`src/rtl/apb_rr_master_arbiter_pkg.sv`:
```
// -----------------------------------------------------------------------------
// apb_arb_pkg
// Shared definitions for the round-robin APB master arbiter:
//   - default parameter values (requester count, bus widths, timeout)
//   - FSM state encoding
//   - clog2 helper used to size the round-robin pointer and wait counter
// -----------------------------------------------------------------------------
package apb_arb_pkg;

  localparam int DEF_NREQ    = 2;
  localparam int DEF_ADDR_W  = 32;
  localparam int DEF_DATA_W  = 32;
  localparam int DEF_TIMEOUT = 16;

  typedef enum logic [1:0] {
    IDLE   = 2'd0,
    SETUP  = 2'd1,
    ACCESS = 2'd2
  } arb_state_e;

  // Number of bits needed to index 'value' distinct items (clog2(1) = 0).
  function automatic int clog2(input int value);
    int r;
    r = 0;
    for (int v = value - 1; v > 0; v = v >> 1) begin
      r = r + 1;
    end
    return r;
  endfunction

  // Width of an index register that must exist even for a single item.
  function automatic int idx_w(input int value);
    return (value > 1) ? clog2(value) : 1;
  endfunction

endpackage

```
`src/rtl/apb_rr_master_arbiter_if.sv`:
```
// -----------------------------------------------------------------------------
// apb_rr_master_arbiter_if
// APB bus bundle between the arbiter (master side) and the APB slave.
//   psel_o    master -> slave  select
//   penable_o master -> slave  enable (ACCESS phase)
//   paddr_o   master -> slave  address
//   pwrite_o  master -> slave  direction, 1 = write
//   pwdata_o  master -> slave  write data
//   prdata_i  slave  -> master read data
//   pready_i  slave  -> master transfer complete
// -----------------------------------------------------------------------------
interface apb_rr_master_arbiter_if
  import apb_arb_pkg::*;
#(
  parameter int ADDR_W = DEF_ADDR_W,
  parameter int DATA_W = DEF_DATA_W
);

  logic              psel_o;
  logic              penable_o;
  logic [ADDR_W-1:0] paddr_o;
  logic              pwrite_o;
  logic [DATA_W-1:0] pwdata_o;
  logic [DATA_W-1:0] prdata_i;
  logic              pready_i;

  modport master (
    output psel_o,
    output penable_o,
    output paddr_o,
    output pwrite_o,
    output pwdata_o,
    input  prdata_i,
    input  pready_i
  );

  modport slave (
    input  psel_o,
    input  penable_o,
    input  paddr_o,
    input  pwrite_o,
    input  pwdata_o,
    output prdata_i,
    output pready_i
  );

endinterface

```
`src/rtl/apb_rr_master_arbiter_rr_arbiter.sv`:
```
// -----------------------------------------------------------------------------
// rr_arbiter
// Purely combinational round-robin grant logic. Searches the request vector
// upward starting at the pointer position, wrapping from NREQ-1 to 0, and
// returns the first set bit.
//   i_req    [NREQ-1:0]   request vector
//   i_ptr    [PTR_W-1:0]  highest-priority requester index
//   o_grant  [NREQ-1:0]   one-hot grant (zero when no request)
//   o_idx    [PTR_W-1:0]  index of the granted requester
//   o_any    1            at least one request present
// -----------------------------------------------------------------------------
module rr_arbiter
  import apb_arb_pkg::*;
#(
  parameter int NREQ  = DEF_NREQ,
  parameter int PTR_W = idx_w(NREQ)
) (
  input  logic [NREQ-1:0]  i_req,
  input  logic [PTR_W-1:0] i_ptr,
  output logic [NREQ-1:0]  o_grant,
  output logic [PTR_W-1:0] o_idx,
  output logic             o_any
);

  int w_k;

  always_comb begin
    o_grant = '0;
    o_idx   = '0;
    o_any   = 1'b0;
    w_k     = 0;
    for (int i = 0; i < NREQ; i++) begin
      // Candidate requester for this search step, rotated by the pointer.
      w_k = int'(i_ptr) + i;
      if (w_k >= NREQ) begin
        w_k = w_k - NREQ;
      end
      if (!o_any && i_req[w_k]) begin
        o_any        = 1'b1;
        o_grant[w_k] = 1'b1;
        o_idx        = PTR_W'(w_k);
      end
    end
  end

endmodule

```
`src/rtl/apb_rr_master_arbiter.sv`:
```
// -----------------------------------------------------------------------------
// apb_rr_master_arbiter
// Shares one APB master port between NREQ local requesters. A round-robin
// arbiter picks a requester in IDLE; the transfer then runs through SETUP and
// ACCESS, waiting for pready_i or aborting after TIMEOUT ACCESS cycles. The
// result is returned to the requester that issued it as a one-cycle pulse.
//
// Ports:
//   pclk, preset   clock; synchronous active-high reset
//   req_valid_i    per-requester request pending
//   req_ready_o    one-hot accept strobe (combinational, IDLE only)
//   req_write_i    per-requester direction, 1 = write
//   req_addr_i     packed addresses, requester k at [k*ADDR_W +: ADDR_W]
//   req_wdata_i    packed write data, same packing
//   rsp_valid_o    one-hot completion pulse to the owning requester
//   rsp_rdata_o    read data (0 for writes and timeouts)
//   rsp_err_o      timeout flag, qualified by rsp_valid_o
//   apb            APB master modport
// -----------------------------------------------------------------------------
module apb_rr_master_arbiter
  import apb_arb_pkg::*;
#(
  parameter int NREQ    = DEF_NREQ,
  parameter int ADDR_W  = DEF_ADDR_W,
  parameter int DATA_W  = DEF_DATA_W,
  parameter int TIMEOUT = DEF_TIMEOUT
) (
  input  logic                     pclk,
  input  logic                     preset,
  input  logic [NREQ-1:0]          req_valid_i,
  output logic [NREQ-1:0]          req_ready_o,
  input  logic [NREQ-1:0]          req_write_i,
  input  logic [NREQ*ADDR_W-1:0]   req_addr_i,
  input  logic [NREQ*DATA_W-1:0]   req_wdata_i,
  output logic [NREQ-1:0]          rsp_valid_o,
  output logic [DATA_W-1:0]        rsp_rdata_o,
  output logic                     rsp_err_o,
  apb_rr_master_arbiter_if.master  apb
);

  localparam int PTR_W  = idx_w(NREQ);
  // Counter must be able to hold TIMEOUT itself.
  localparam int WAIT_W = clog2(TIMEOUT + 1);

  arb_state_e        r_state;
  logic [PTR_W-1:0]  r_ptr;
  logic [PTR_W-1:0]  r_owner;
  logic [WAIT_W-1:0] r_wait;

  logic              r_psel;
  logic              r_penable;
  logic [ADDR_W-1:0] r_paddr;
  logic              r_pwrite;
  logic [DATA_W-1:0] r_pwdata;

  logic [NREQ-1:0]   r_rsp_valid;
  logic [DATA_W-1:0] r_rsp_rdata;
  logic              r_rsp_err;

  logic [NREQ-1:0]   w_grant;
  logic [PTR_W-1:0]  w_idx;
  logic              w_any;
  logic [PTR_W-1:0]  w_ptr_nxt;
  logic              w_timeout;

  rr_arbiter #(
    .NREQ  (NREQ),
    .PTR_W (PTR_W)
  ) u_rr_arbiter (
    .i_req   (req_valid_i),
    .i_ptr   (r_ptr),
    .o_grant (w_grant),
    .o_idx   (w_idx),
    .o_any   (w_any)
  );

  // Pointer moves just past the winner so it becomes lowest priority next.
  assign w_ptr_nxt = (int'(w_idx) == NREQ - 1) ? '0 : w_idx + PTR_W'(1);

  // Current ACCESS cycle is the last allowed one.
  assign w_timeout = (r_wait == WAIT_W'(TIMEOUT - 1));

  // Requests are accepted only while idle; the strobe is the arbiter grant.
  assign req_ready_o = (r_state == IDLE) ? w_grant : '0;

  assign apb.psel_o    = r_psel;
  assign apb.penable_o = r_penable;
  assign apb.paddr_o   = r_paddr;
  assign apb.pwrite_o  = r_pwrite;
  assign apb.pwdata_o  = r_pwdata;

  assign rsp_valid_o = r_rsp_valid;
  assign rsp_rdata_o = r_rsp_rdata;
  assign rsp_err_o   = r_rsp_err;

  always_ff @(posedge pclk) begin
    if (preset) begin
      r_state     <= IDLE;
      r_ptr       <= '0;
      r_owner     <= '0;
      r_wait      <= '0;
      r_psel      <= 1'b0;
      r_penable   <= 1'b0;
      r_paddr     <= '0;
      r_pwrite    <= 1'b0;
      r_pwdata    <= '0;
      r_rsp_valid <= '0;
      r_rsp_rdata <= '0;
      r_rsp_err   <= 1'b0;
    end else begin
      // Response is a single-cycle pulse; data is zero whenever not valid.
      r_rsp_valid <= '0;
      r_rsp_rdata <= '0;
      r_rsp_err   <= 1'b0;

      case (r_state)
        IDLE: begin
          r_psel    <= 1'b0;
          r_penable <= 1'b0;
          if (w_any) begin
            r_paddr   <= req_addr_i[int'(w_idx)*ADDR_W +: ADDR_W];
            r_pwdata  <= req_wdata_i[int'(w_idx)*DATA_W +: DATA_W];
            r_pwrite  <= req_write_i[w_idx];
            r_owner   <= w_idx;
            r_ptr     <= w_ptr_nxt;
            r_wait    <= '0;
            r_psel    <= 1'b1;
            r_state   <= SETUP;
          end
        end

        SETUP: begin
          r_penable <= 1'b1;
          r_state   <= ACCESS;
        end

        ACCESS: begin
          r_wait <= r_wait + WAIT_W'(1);
          // Ready is checked first so it wins over an expiring count.
          if (apb.pready_i) begin
            r_rsp_valid[r_owner] <= 1'b1;
            r_rsp_rdata          <= r_pwrite ? '0 : apb.prdata_i;
            r_psel               <= 1'b0;
            r_penable            <= 1'b0;
            r_state              <= IDLE;
          end else if (w_timeout) begin
            r_rsp_valid[r_owner] <= 1'b1;
            r_rsp_err            <= 1'b1;
            r_psel               <= 1'b0;
            r_penable            <= 1'b0;
            r_state              <= IDLE;
          end
        end

        default: begin
          r_psel    <= 1'b0;
          r_penable <= 1'b0;
          r_state   <= IDLE;
        end
      endcase
    end
  end

endmodule

```
`src/flat_wrapper.sv`:
```
// flat-port wrapper written by rule: the top's interface ports become plain ports
module apb_rr_master_arbiter_flat import apb_arb_pkg::*;
#(
  parameter int NREQ    = DEF_NREQ,
  parameter int ADDR_W  = DEF_ADDR_W,
  parameter int DATA_W  = DEF_DATA_W,
  parameter int TIMEOUT = DEF_TIMEOUT
)
  (pclk, preset, req_valid_i, req_ready_o, req_write_i, req_addr_i, req_wdata_i, rsp_valid_o, rsp_rdata_o, rsp_err_o, apb_psel_o, apb_penable_o, apb_paddr_o, apb_pwrite_o, apb_pwdata_o, apb_prdata_i, apb_pready_i);
  apb_rr_master_arbiter_if #(.ADDR_W(ADDR_W), .DATA_W(DATA_W)) apb_i ();
  input  logic pclk;
  input  logic preset;
  input  logic [NREQ-1:0] req_valid_i;
  output logic [NREQ-1:0] req_ready_o;
  input  logic [NREQ-1:0] req_write_i;
  input  logic [NREQ*ADDR_W-1:0] req_addr_i;
  input  logic [NREQ*DATA_W-1:0] req_wdata_i;
  output logic [NREQ-1:0] rsp_valid_o;
  output logic [DATA_W-1:0] rsp_rdata_o;
  output logic rsp_err_o;
  output wire logic [$bits(apb_i.psel_o)-1:0] apb_psel_o;
  output wire logic [$bits(apb_i.penable_o)-1:0] apb_penable_o;
  output wire logic [$bits(apb_i.paddr_o)-1:0] apb_paddr_o;
  output wire logic [$bits(apb_i.pwrite_o)-1:0] apb_pwrite_o;
  output wire logic [$bits(apb_i.pwdata_o)-1:0] apb_pwdata_o;
  input wire logic [$bits(apb_i.prdata_i)-1:0] apb_prdata_i;
  input wire logic [$bits(apb_i.pready_i)-1:0] apb_pready_i;
  assign apb_psel_o = apb_i.psel_o;
  assign apb_penable_o = apb_i.penable_o;
  assign apb_paddr_o = apb_i.paddr_o;
  assign apb_pwrite_o = apb_i.pwrite_o;
  assign apb_pwdata_o = apb_i.pwdata_o;
  assign apb_i.prdata_i = apb_prdata_i;
  assign apb_i.pready_i = apb_pready_i;
  apb_rr_master_arbiter #(.NREQ(NREQ), .ADDR_W(ADDR_W), .DATA_W(DATA_W), .TIMEOUT(TIMEOUT)) u_core (.pclk(pclk), .preset(preset), .req_valid_i(req_valid_i), .req_ready_o(req_ready_o), .req_write_i(req_write_i), .req_addr_i(req_addr_i), .req_wdata_i(req_wdata_i), .rsp_valid_o(rsp_valid_o), .rsp_rdata_o(rsp_rdata_o), .rsp_err_o(rsp_err_o), .apb(apb_i));
endmodule
```
`config.mk`:
```
export PLATFORM = sky130hd
export DESIGN_NAME = apb_rr_master_arbiter_flat
export DESIGN_NICKNAME = d
export VERILOG_FILES = /design/src/rtl/apb_rr_master_arbiter_pkg.sv /design/src/rtl/apb_rr_master_arbiter_if.sv /design/src/rtl/apb_rr_master_arbiter_rr_arbiter.sv /design/src/rtl/apb_rr_master_arbiter.sv /design/src/flat_wrapper.sv
export SDC_FILE = /design/constraint.sdc
export NUM_CORES = 1
export LEC_CHECK = 0
export BUFFER_PORTS_ARGS = -buffer_cell sky130_fd_sc_hd__buf_2
export CAP_MARGIN = 30
export CORE_AREA = 2 2 106 108
export DETAILED_ROUTE_END_ITERATION = 10
export DIE_AREA = 0 0 108 110
export PLACE_DENSITY = 0.74
export SLEW_MARGIN = 20
export SYNTH_ARGS = -nofsm -noshare
export SYNTH_HDL_FRONTEND = slang
export SYNTH_SLANG_ARGS = --single-unit
```
`constraint.sdc`:
```
create_clock -name pclk -period 4.85 [get_ports pclk]
set_clock_uncertainty 0.1 [all_clocks]
set_input_delay 1.455 -clock pclk [delete_from_list [all_inputs] [get_ports pclk]]
set_output_delay 1.455 -clock pclk [all_outputs]
set_load 0.01 [all_outputs]
```
==> impl_metrics.ini <==
[run_status]
outcome = finished clean

[final_layout]
final_cells = 750
final_util = 0.502
num-nets-final = 774
final_cell_mix = buf_2 (270), dfxtp_1 (111), nor2_1 (74)
n_antenna_cell = 0
drive_gt1_frac = 0.482
syn_to_final_growth_pct = 43.0
fillCellCount = 983
final_common_cell = buf_2

[die]
die_area_um2 = 11900
initial_utilization = 0.351
core.rowCount = 38
io_pins = 271
die_y_um = 110
die_w_um = 108
design.core.area_um2 = 10700

[yosys]
synth_edf_count = 0
synthesis.nets = 523
synth_area_per_cell_um2 = 10.6
async_reset_ff_frac = 0
ys_warn_count = 0
ys_seq_elements = 111
synthFlopType = dfxtp_1
synth_seq_area_share = 0.591
syn_inst = 354
syn_area_um2 = 3760
ys_types = 26

[sta]
clock.fmax_mhz = 280
tightest_slew_ns = 0.798
setup-violations-final = 0
period_minus_slack_ns = 3.57
relSlewSlack = 0.466
finalSetupTns_ns = 0
fin_crit_sh = 0.735
hold_violations = 0
final_max_slew_viol_count = 0
rsz0062_at_grt = no

[worst_setup_path]
cp_cell_sequence = buf_2 -> nand2b_1 -> and3_2 -> buf_2
cp-end-kind = output pin
cp_slowest_stage_delay_ns = 0.24
worst_ep_required_time_ns = 3.29
cpMostUsedCell = buf_2
crit_path_start = req_valid_i[0]
start_kind = primary input
arrival_ns = 2.01
critPathMaxFanout = 3
critical_path_class = primary input to output pin
timing.rr.start = u_core.r_state[0]$_SDFFE_PP0P_
crit_slowest_cell = and3_2
critical_path_buf_inv_count = 2
path_delay_family = simple AND/OR/NAND/NOR gates

[cts]
clk_latency_ns = 0.35
cts.repair.resized = 0
cts_tree = done
clock_sinks = 111
holdBufCountCts = 0
cts_buffer_depth = 2
cts_setup_buffers = 0
numCtsBuffers = 9
cts_max_level = 3
clk_pin_slew_worst_paths_ns = 0.09
cts_root_buf = clkbuf_8

[global_route]
track_usage = 0.174
grt_pass1_wl_mm = 16.0
grt_pass1_vias = 3338
grt_max_degree = 78
grt_overflow_total = 0
antenna_found_initial = 0

[detailed_routing]
viasPerCell = 5.09
drc_errors = 0
antenna_left = 0
drt_iter0_markers = 453
finalWirelength_mm = 11.3
drt-pass1-iter-count = 8
wl_per_cell_um = 15.0
vias = 3816

[min_path]
min_from = u_core.r_owner$_SDFFE_PP0P_
min_path_type = flop to flop

[placed_design]
portBuffers = 270
dp_hpwl_mm = 8.10
place_inst = 734
place_congestion = 0.703

[power_and_ir_drop]
power.density_nw_per_um2 = 354
p_leak_nw = 2.69
irDropWorstVdd_mv = 0.175

[job]
cap_viol_max_count = 0
## worst paths after layout
path | to | cells after the start | slack, ns
worst max-delay path | req_ready_o[1] | 4 | 1.28
worst min-delay path | u_core.rsp_valid_o[0]$_SDFF_PP0_ | 1 | 0.36
worst min register to register | u_core.rsp_valid_o[0]$_SDFF_PP0_ | 1 | 0.36
worst max register to register | u_core.apb.paddr_o[3]$_SDFFE_PP0P_ | 5 | 2.86
## power by group
group	internal, mW	switching (mW)
registers	0.971	0.0323
clock network	0.270	0.285
logic	0.159	0.183
total	1.40	0.500
## synthesized netlist by cell type (3+ instances only)
master	instances	area, um^2
a21oi_1	8	40.0
a222oi_1	65	651
and2_1	33	206
and3_1	3	18.8
buf_2	6	30.0
buf_6	5	56.3
clkbuf_1	25	93.8
dfxtp_1	111	2220
nand2_1	3	11.3
nand2b_1	3	18.8
nor2_1	74	278
## sequential cells by signal (all words and copies together), names as in the netlist
register / count
u_core.apb.penable_o: 1
u_core.r_state: 2
u_core.apb.pwrite_o: 1
u_core.rsp_valid_o: 2
u_core.apb.pwdata_o: 32
u_core.rsp_rdata_o: 32
u_core.r_wait: 5
u_core.rsp_err_o: 1
u_core.r_owner: 1
u_core.apb.psel_o: 1
u_core.apb.paddr_o: 32
u_core.r_ptr: 1
## routing by layer
metal | wire, um | vias up | track usage
met5 | 0 | - | 0
met4 | 95 | 0 | 0.0659
met3 | 1030 | 6 | 0.0529
met2 | 5880 | 211 | 0.321
met1 | 4260 | 1772 | 0.188
li1 | - | 1827 | -
## metrics by stage
step                      setup slack [ns]  power, mW  area (um^2)  hold WS [ns]
final                                 1.28       1.90         5370         0.358
after global routing                  1.25       2.01         5370         0.409
after CTS                             1.28       1.93         5370         0.356
after detailed placement              1.28       1.37         5170         0.342
after global placement                1.28       1.35         5160         0.333
after floorplan                       1.30       1.21         3760         0.317
## cell type report
cell class / count / area (um^2) / area share
inverters: 1 / 3.75 / 0.000698
well taps: 140 / 175 / 0.0326
flip-flops and latches: 111 / 2220 / 0.414
clock buffers: 14 / 163 / 0.0303
clock inverters: 2 / 38.8 / 0.00722
multi-input cells: 206 / 1380 / 0.256
repair buffers: 276 / 1400 / 0.260
## cells by family (layout without fill, tap and decap cells)
kind of cell,Yosys count,after routing,synth area share
buffers and inverters,37,293,0.0489
adder cells (fa/ha/maj),2,2,0.00666
flip-flops,111,111,0.591
AO/OA/AOI/OAI,78,78,0.192
AND/OR/NAND/NOR,126,126,0.161
Power figures use the tool's default switching activity.
